**src/rtl/shared_reg_arb_if.sv**
```systemverilog
// Bus bundle for the shared result register arbiter.
// Requester, forward and output handshakes in one interface.
interface shared_reg_arb_if #(
  parameter int WIDTH = 32,
  parameter int NREQ  = 3,
  parameter int SW    = $clog2(NREQ + 1)
) ();
  logic [NREQ-1:0]       req_valid;
  logic [NREQ*WIDTH-1:0] req_data;
  logic [NREQ-1:0]       req_ready;
  logic                  fwd_valid;
  logic [WIDTH-1:0]      fwd_data;
  logic                  fwd_ready;
  logic                  out_valid;
  logic [WIDTH-1:0]      out_data;
  logic [SW-1:0]         out_src;
  logic                  out_ready;

  modport master (
    output req_valid, req_data,
    output fwd_valid, fwd_data,
    output out_ready,
    input  req_ready, fwd_ready,
    input  out_valid, out_data, out_src
  );

  modport slave (
    input  req_valid, req_data,
    input  fwd_valid, fwd_data,
    input  out_ready,
    output req_ready, fwd_ready,
    output out_valid, out_data, out_src
  );
endinterface

```
**src/rtl/shared_reg_arb.sv**
```systemverilog
// Shared pipelined result register: forward source first,
// round-robin requesters, forward streak capped to avoid starvation.
module shared_reg_arb #(
  parameter int WIDTH  = 32,
  parameter int NREQ   = 3,
  parameter int LAT    = 1,
  parameter int MAXFWD = 3
) (
  input  logic            clk,
  input  logic            rst,
  shared_reg_arb_if.slave bus
);
  localparam int SW = $clog2(NREQ + 1);
  localparam int PW = (NREQ > 1) ? $clog2(NREQ) : 1;

  logic [LAT-1:0]   vld_q, vld_d;
  logic [WIDTH-1:0] dat_q [LAT];
  logic [WIDTH-1:0] dat_d [LAT];
  logic [SW-1:0]    src_q [LAT];
  logic [SW-1:0]    src_d [LAT];
  logic [PW-1:0]    rr_ptr_q, rr_ptr_d;
  logic [3:0]       fwd_cnt_q, fwd_cnt_d;

  logic            ok_out;
  logic            ok_in;
  logic            arb_en;
  logic            req_any;
  logic            fwd_win;
  logic            gnt_hit;
  logic            take;
  logic [PW-1:0]   gnt_idx;
  logic [PW:0]     cand;
  logic [NREQ-1:0] req_gnt;

  // Stage readiness ripples back from the output in the same cycle.
  assign ok_out  = ~vld_q[LAT-1] | bus.out_ready;
  assign ok_in   = ~vld_q[0] | ok_out;
  assign arb_en  = ok_in & ~rst;
  assign req_any = |bus.req_valid;
  assign fwd_win = bus.fwd_valid &
                   (~req_any | (fwd_cnt_q < 4'(MAXFWD)));

  // Scan from farthest to nearest so the nearest valid wins.
  always_comb begin
    gnt_hit = 1'b0;
    gnt_idx = '0;
    cand    = '0;
    for (int off = NREQ; off >= 1; off--) begin
      cand = {1'b0, rr_ptr_q} + (PW+1)'(off);
      if (cand >= (PW+1)'(NREQ))
        cand = cand - (PW+1)'(NREQ);
      if (bus.req_valid[cand[PW-1:0]]) begin
        gnt_hit = 1'b1;
        gnt_idx = cand[PW-1:0];
      end
    end
    req_gnt = '0;
    if (arb_en & ~fwd_win & gnt_hit)
      req_gnt[gnt_idx] = 1'b1;
  end

  assign bus.req_ready = req_gnt;
  assign bus.fwd_ready = arb_en & fwd_win;
  assign take          = bus.fwd_ready | (|req_gnt);

  always_comb begin
    vld_d = vld_q;
    dat_d = dat_q;
    src_d = src_q;
    if (ok_out) begin
      for (int k = 1; k < LAT; k++) begin
        vld_d[k] = vld_q[k-1];
        if (vld_q[k-1]) begin
          dat_d[k] = dat_q[k-1];
          src_d[k] = src_q[k-1];
        end
      end
    end
    if (ok_in) begin
      vld_d[0] = take;
      if (take) begin
        if (fwd_win) begin
          dat_d[0] = bus.fwd_data;
          src_d[0] = SW'(NREQ);
        end else begin
          dat_d[0] = bus.req_data[int'(gnt_idx)*WIDTH +: WIDTH];
          src_d[0] = SW'(gnt_idx);
        end
      end
    end
  end

  always_comb begin
    rr_ptr_d  = (|req_gnt) ? gnt_idx : rr_ptr_q;
    fwd_cnt_d = fwd_cnt_q;
    if (!req_any)
      fwd_cnt_d = '0;
    else if (bus.fwd_ready && fwd_cnt_q < 4'(MAXFWD))
      fwd_cnt_d = fwd_cnt_q + 4'd1;
    else if (|req_gnt)
      fwd_cnt_d = '0;
  end

  always_ff @(posedge clk) begin
    if (rst) begin
      vld_q     <= '0;
      for (int k = 0; k < LAT; k++) begin
        dat_q[k] <= '0;
        src_q[k] <= '0;
      end
      rr_ptr_q  <= PW'(NREQ - 1);
      fwd_cnt_q <= '0;
    end else begin
      vld_q     <= vld_d;
      dat_q     <= dat_d;
      src_q     <= src_d;
      rr_ptr_q  <= rr_ptr_d;
      fwd_cnt_q <= fwd_cnt_d;
    end
  end

  assign bus.out_valid = vld_q[LAT-1];
  assign bus.out_data  = dat_q[LAT-1];
  assign bus.out_src   = src_q[LAT-1];
endmodule
```
**src/flat_wrapper.sv**
```systemverilog
// flat-port wrapper written by rule: the top's interface ports become plain ports
module shared_reg_arb_flat 
#(
  parameter int WIDTH  = 32,
  parameter int NREQ   = 3,
  parameter int LAT    = 1,
  parameter int MAXFWD = 3
)
  (clk, rst, bus_req_valid, bus_req_data, bus_fwd_valid, bus_fwd_data, bus_out_ready, bus_req_ready, bus_fwd_ready, bus_out_valid, bus_out_data, bus_out_src);
  shared_reg_arb_if #(.WIDTH(WIDTH), .NREQ(NREQ)) bus_i ();
  input  logic clk;
  input  logic rst;
  input wire logic [$bits(bus_i.req_valid)-1:0] bus_req_valid;
  input wire logic [$bits(bus_i.req_data)-1:0] bus_req_data;
  input wire logic [$bits(bus_i.fwd_valid)-1:0] bus_fwd_valid;
  input wire logic [$bits(bus_i.fwd_data)-1:0] bus_fwd_data;
  input wire logic [$bits(bus_i.out_ready)-1:0] bus_out_ready;
  output wire logic [$bits(bus_i.req_ready)-1:0] bus_req_ready;
  output wire logic [$bits(bus_i.fwd_ready)-1:0] bus_fwd_ready;
  output wire logic [$bits(bus_i.out_valid)-1:0] bus_out_valid;
  output wire logic [$bits(bus_i.out_data)-1:0] bus_out_data;
  output wire logic [$bits(bus_i.out_src)-1:0] bus_out_src;
  assign bus_i.req_valid = bus_req_valid;
  assign bus_i.req_data = bus_req_data;
  assign bus_i.fwd_valid = bus_fwd_valid;
  assign bus_i.fwd_data = bus_fwd_data;
  assign bus_i.out_ready = bus_out_ready;
  assign bus_req_ready = bus_i.req_ready;
  assign bus_fwd_ready = bus_i.fwd_ready;
  assign bus_out_valid = bus_i.out_valid;
  assign bus_out_data = bus_i.out_data;
  assign bus_out_src = bus_i.out_src;
  shared_reg_arb #(.WIDTH(WIDTH), .NREQ(NREQ), .LAT(LAT), .MAXFWD(MAXFWD)) u_core (.clk(clk), .rst(rst), .bus(bus_i));
endmodule
```
**config.mk**
```make
export PLATFORM = sky130hd
export DESIGN_NAME = shared_reg_arb_flat
export DESIGN_NICKNAME = d
export VERILOG_FILES = /design/src/rtl/shared_reg_arb_if.sv /design/src/rtl/shared_reg_arb.sv /design/src/flat_wrapper.sv
export SDC_FILE = /design/constraint.sdc
export NUM_CORES = 1
export LEC_CHECK = 0
export CORE_MARGIN = 10
export CORE_UTILIZATION = 25
export CTS_BUF_LIST = sky130_fd_sc_hd__clkbuf_4 sky130_fd_sc_hd__clkbuf_8
export DETAILED_ROUTE_END_ITERATION = 10
export PLACE_DENSITY = 0.58
export SLEW_MARGIN = 40
export SYNTH_ARGS = -nofsm -noshare
export SYNTH_HDL_FRONTEND = slang
export SYNTH_SLANG_ARGS = --single-unit
export TNS_END_PERCENT = 50
```
**constraint.sdc**
```tcl
create_clock -name clk -period 3.5 [get_ports clk]
set_clock_uncertainty 0.2 [all_clocks]
set_input_delay 0.7 -clock clk [delete_from_list [all_inputs] [get_ports clk]]
set_output_delay 0.7 -clock clk [all_outputs]
set_load 0.02 [all_outputs]
```
* After elaboration in Yosys (flattened, before gate mapping)
Cells that the tools add are included.
Storage, ports and cells: bits in registers 41, input port bits 135, output and inout bits 39
Operators by class: add/sub/neg operators 7, $lt $le $gt $ge 9, shift operators 1, muxes and demuxes 22, bitwise logic cells 13, reduce and logical (&&, ||, !) cells 7
Operators with widths (count):
- indexed part select 96 x 8 -> 32 bit | 1
- two-way mux 32 bit | 1
- two-way mux 2 bit | 7
- < comparator 2 x 3 -> 1 bit, second input constant | 4
- >= comparator 3 x 2 -> 1 bit, second input constant | 3
- two-way mux 4 bit | 2
- two-way mux 1 bit | 7
- adder 2 x 2 -> 3 bit, second input constant | 2
- binary-select mux 1 bit (select 2 bit) | 3
- OR reduction 3 bit | 2
- subtractor 2 bit, second input constant | 3
- AND 1 bit | 5
- adder 4 x 1 -> 4 bit, second input constant | 1
- < comparator 4 x 2 -> 1 bit, second input constant | 1
- inverter 1 bit | 4
- OR 1 bit | 4
- adder 2 x 1 -> 3 bit, second input constant | 1
- two-way mux 3 bit | 1
- demux 1 bit (select 2 bit) | 1
- >= comparator 2 x 1 -> 1 bit, second input constant | 1
- logical AND 1 bit | 2
- AND reduction 2 bit | 1
- nonzero test 2 bit | 1
- OR reduction 2 bit | 1

* Logic depth before layout (Yosys ltp)
word-level depth 16, depth in mapped cells 10

* Least setup slack after synthesis
OpenSTA, ideal clock, no wires.
path type reg2out, start point register u_core.rr_ptr_q[0], end point output bus_req_ready[0], data arrival time 2.141 ns, data required time 2.600 ns, setup slack 0.459 ns, cell stages (with the launch flop) 9, path buffers 2, cells stage by stage dfxtp_1 > inv_1 > ha_1 > buf_6 > and4bb_1 > a32oi_2 > nor3b_4 > buf_6 > and2_1
Between the ends: longest elaborated chain between the ends 13, elaborated cells on any way between the ends 31
Ends and longest elaborated chain:
- start: declaration | RTL line shared_reg_arb.sv:21 | logic [PW-1:0] rr_ptr_q, rr_ptr_d;
- start signal: assignment | RTL line shared_reg_arb.sv:111 | rr_ptr_q <= PW'(NREQ - 1);
- start signal: assignment | RTL line shared_reg_arb.sv:117 | rr_ptr_q <= rr_ptr_d;
- adder 2 x 2 -> 3 bit | RTL line shared_reg_arb.sv:49 | cand = {1'b0, rr_ptr_q} + (PW+1)'(off);
- >= comparator 3 x 2 -> 1 bit or subtractor 2 bit (tied branches) | RTL line shared_reg_arb.sv:50, shared_reg_arb.sv:51
- two-way mux 2 bit | RTL line shared_reg_arb.sv:50 | if (cand >= (PW+1)'(NREQ))
- binary-select mux 1 bit (select 2 bit) | RTL line shared_reg_arb.sv:52 | if (bus.req_valid[cand[PW-1:0]]) begin
- two-way mux 1 bit (not written as such) | RTL line shared_reg_arb.sv:52
- two-way mux 2 bit (3 in series) | RTL line shared_reg_arb.sv:52
- < comparator 2 x 3 -> 1 bit (not written as such) or >= comparator 2 x 1 -> 1 bit (tied branches) | RTL line shared_reg_arb.sv:59 | req_gnt[gnt_idx] = 1'b1;
- logical AND 1 bit (not written as such) | RTL line shared_reg_arb.sv:59
- two-way mux 1 bit (not written as such) | RTL line shared_reg_arb.sv:59
- demux 1 bit (select 2 bit)
- two-way mux 3 bit (*) | RTL line shared_reg_arb.sv:58 | if (arb_en & ~fwd_win & gnt_hit)
- end: declaration | RTL line flat_wrapper.sv:18 | output wire logic [$bits(bus_i.req_ready)-1:0] bus_req_ready;
Every way passes the cells marked *; elsewhere a longest branch is shown, timed or not. The select of a mux whose other input is x is not followed.

* Worst setup path in the final report
start point input bus_fwd_valid, end point output bus_fwd_ready
Between the ends: longest elaborated chain between the ends 2
Ends and longest elaborated chain:
- start: declaration | RTL line flat_wrapper.sv:15 | input wire logic [$bits(bus_i.fwd_valid)-1:0] bus_fwd_valid;
- AND 1 bit | RTL line shared_reg_arb.sv:40 | assign fwd_win = bus.fwd_valid &
- AND 1 bit | RTL line shared_reg_arb.sv:63 | assign bus.fwd_ready = arb_en & fwd_win;
- end: declaration | RTL line flat_wrapper.sv:19 | output wire logic [$bits(bus_i.fwd_ready)-1:0] bus_fwd_ready;
Every way passes these cells.

==> reports/summary.txt <==
OUTCOME
----------------------------------------------------------------------------------
Result of the run ...................................................    completed

GLOBAL ROUTE
----------------------------------------------------------------------------------
Largest net degree at the start of global routing ...................           67
Global-route total usage across every layer .........................       13.79%
Vias in the first global route ......................................        3,222
Total congestion overflow ...........................................            0
Global-route wire length before repair ..............................    17,800 um
Antenna violations before repair ....................................            0

LOGIC SYNTHESIS
----------------------------------------------------------------------------------
Flops & latches, synth ..............................................           41
Post-synthesis cell count ...........................................          319
Fraction of registers with async set/reset ..........................           0%
Post-Syn Nets .......................................................          458
Number of distinct library cells after synthesis ....................           46
Netlist area before placement ....................................... 0.002726 mm2
Top flip-flop cell by instance count after synthesis ................      dfxtp_1
Synthesized area per cell ...........................................    8.547 um2
Yosys warning total .................................................            0
Most area-consuming cells after synthesis ........................... dfxtp_1 (30%), a221oi_2 (15%), o32ai_1 (10%)
Number of enable-type register cells in the synthesized netlist .....            0
Seq/Total Area, Yosys ...............................................       30.11%
Top cell type's share of synthesized area ...........................       30.11%
Cell taking the most area after synthesis ...........................      dfxtp_1

MIN PATH
----------------------------------------------------------------------------------
Class of the most critical hold timing path .........................      reg2reg
Startpoint of the lowest-slack hold path ............................ u_core.bus.out_src[0]$_SDFFE_PP0P_

PLACEMENT
----------------------------------------------------------------------------------
Worst Setup Slack post-DPL ..........................................   -0.3487 ns
Cell count after placement ..........................................          630
Gp weighted congestion ..............................................       0.7499
Area of placed instances ............................................ 0.004657 mm2
Count of input and output buffers ...................................          173
Post-DP HPWL ........................................................      8370 um

CRITICAL PATH
----------------------------------------------------------------------------------
Worst path max stage delay ..........................................      0.62 ns
Critical Path Source Type ...........................................    input pin
Worst endpoint required time ........................................      2.60 ns
Master of the slowest instance on the critical path ................. clkdlybuf4s50_1
Critical-path maximum fanout ........................................            2
CP delay by family, top ............................................. buffers and inverters
Number of buffers and inverters on the critical path ................            3
CP arrival ..........................................................      2.52 ns
CP cell instances ................................................... clkdlybuf4s50_1 > nor4b_1 > buf_4 > a21oi_4 > nor2_1 > clkdlybuf4s50_1
Worst Setup Path Type ...............................................       in2out
Cell type with the highest occurrence count on the critical path .... clkdlybuf4s50_1
Reg-to-reg startpoint ............................................... u_core.rr_ptr_q[1]$_SDFFE_PP1P_
Timing startpoint of the critical path .............................. bus_fwd_valid
Type of element capturing the critical path .........................  output port

DIE
----------------------------------------------------------------------------------
Floorplan die height ................................................     124.4 um
Starting density of the core ........................................       25.37%
Area of the core ....................................................  0.01075 mm2
Boundary pin count ..................................................          174
Die area ............................................................  0.01548 mm2
Number of placement rows ............................................           38
Die Span X ..........................................................     124.4 um

ROUTING
----------------------------------------------------------------------------------
Initial DRC Count ...................................................          147
Vias per cell .......................................................        4.690
Total wire length after detailed routing ............................    11,190 um
DRC viols ...........................................................            0
Number of vias after detailed routing ...............................        2,997
Routed wire per std cell ............................................     17.51 um
Routed Antenna Nets .................................................            0
Pre-antenna DRT Iters ...............................................            4

LAYOUT
----------------------------------------------------------------------------------
Number of filler instances in the final layout ......................        1,061
Layout Utilization ..................................................       44.59%
Finished Cell Area .................................................. 0.004791 mm2
Most frequent cells in the layout ................................... clkdlybuf4s50_1 (168), inv_1 (70), dfxtp_1 (41), nor2_1 (34), o21ai_0 (32)
Nets@finish .........................................................          637
Most common library cell in the layout ignoring fill and taps ....... clkdlybuf4s50_1
Final Non-Filler Cells ..............................................          639
Area delta synth->final .............................................       75.72%
Total inserted antenna cells ........................................            0
Share of final-layout standard cells stronger than drive strength 1 .       15.43%

CLOCK NETWORK
----------------------------------------------------------------------------------
Hold buffer count at cts ............................................            0
CTS clock-pin slew for the worst setup and hold paths ...............      0.08 ns
Depth of the CTS H-tree .............................................            2
Cts bufs inserted ...................................................            5
Number of clock sinks ...............................................           41
Maximum number of buffers from clock root to sink ...................            2
Source-to-sink clock delay at the later pin of the worst-skew pair ..      0.29 ns
CTS tree ............................................................         done
Root Buffer Master ..................................................     clkbuf_8

JOB
----------------------------------------------------------------------------------
Max-Cap Viols .......................................................            0

PWR
----------------------------------------------------------------------------------
Leakage power .......................................................  0.001930 uW
Maximum resistive drop on vdd .......................................    0.4971 mV
Power per Cell Area ................................................. 383.0 mW/mm2

TIMING
----------------------------------------------------------------------------------
Worst-Margin Slew ...................................................    0.6564 ns
Crit share post-route ...............................................       97.64%
Hold violation count in the final report ............................            0
Final max-slew violation count ......................................            0
Achievable frequency ................................................   0.2926 GHz
Worst-case setup margin in the final layout .........................   0.08261 ns
Relative max-transition margin ......................................       56.24%
Final critical delay including setup and external delays ............     3.417 ns
Number of setup violations in the final report ......................            0

[registers in the layout, indices dropped and copies added (netlist names)]
register              flops
u_core.bus.out_data      32
u_core.bus.out_src        2
u_core.bus.out_valid      1
u_core.fwd_cnt_q          4
u_core.rr_ptr_q           2
[power by group]
group          leakage, uW  switching (uW)  internal (uW)  total (uW)
registers         0.000341            36.1            539         575
clock network    0.0000542             168            179         346
logic              0.00154             463            451         913
total              0.00193             666           1170        1830
[kinds of logic after synthesis]
| logic type | Yosys count | synth area share (%) |
|---|---|---|
| compound gates | 112 | 38.18 |
| buf+inv | 97 | 16.06 |
| simple gates | 60 | 11.70 |
| flops | 41 | 30.11 |
| mux | 5 | 2.111 |
| fa+ha+maj | 4 | 1.836 |
[final timing paths]
kind / endpoint / slack (ns) / cells after the start
worst min-delay path: u_core.bus.out_src[0]$_SDFFE_PP0P_ / 0.26 / 2
worst max register to register: u_core.bus.out_data[20]$_SDFFE_PP0P_ / 0.76 / 9
worst max-delay path: bus_fwd_ready / 0.08 / 6
worst min register to register: u_core.bus.out_src[0]$_SDFFE_PP0P_ / 0.26 / 2
[Yosys cell counts, types with 2 or more instances]
cell type,number
a221oi_2,28
nor2b_1,2
nand2b_1,3
nor2_1,34
nand2_1,3
dfxtp_1,41
a21oi_1,3
buf_2,8
and2_1,4
buf_6,8
mux2_2,2
clkbuf_1,10
o21ai_0,32
a221oi_1,5
ha_1,4
inv_1,70
mux2i_1,2
nor3_1,2
o32ai_1,31
[routing by layer]
metal  track usage [%]  wire length (um)  vias up
met5                 0                 0        -
met4             2.125                46        0
met3             3.617               612        5
met2             24.57              5692       89
met1             16.38              4838     1407
li1                  -                 -     1496
[tightest hold or removal path: stages (launching register included)]
cell and delay, ns:
dfxtp_1 0.32, inv_1 0.05, a21boi_1 0.05
[metrics by stage]
stage	total power, uW	hold WS, ns	TNS, ns
final	1835	0.2559	0
after global routing	1958	0.2693	-0.001259
after CTS	1862	0.2603	-0.02373
after detailed placement	1500	0.2465	-1.015
after global placement	1483	0.2343	-0.8673
after floorplan	1083	0.2308	0
[timing repair]
action / 4_1_cts / 5_1_grt
endpoints found under the setup margin: 3 / 3
resized for setup: 4 / 9
pin swaps: 1 / 1
setup buffers: 1 / 0
[final cells by class]
class / instances / area [um2] / share of cell area (%)
Sequential cell: 41 / 820.8 / 17.13
Clock inverter: 1 / 5.005 / 0.1045
Clock buffer: 7 / 96.34 / 2.011
Tap cell: 140 / 175.2 / 3.656
Multi-Input combinational cell: 181 / 1504 / 31.39
Inverter: 70 / 262.8 / 5.484
Timing Repair Buffer: 199 / 1927 / 40.22
No activity file was read; power rests on OpenSTA's default activity.
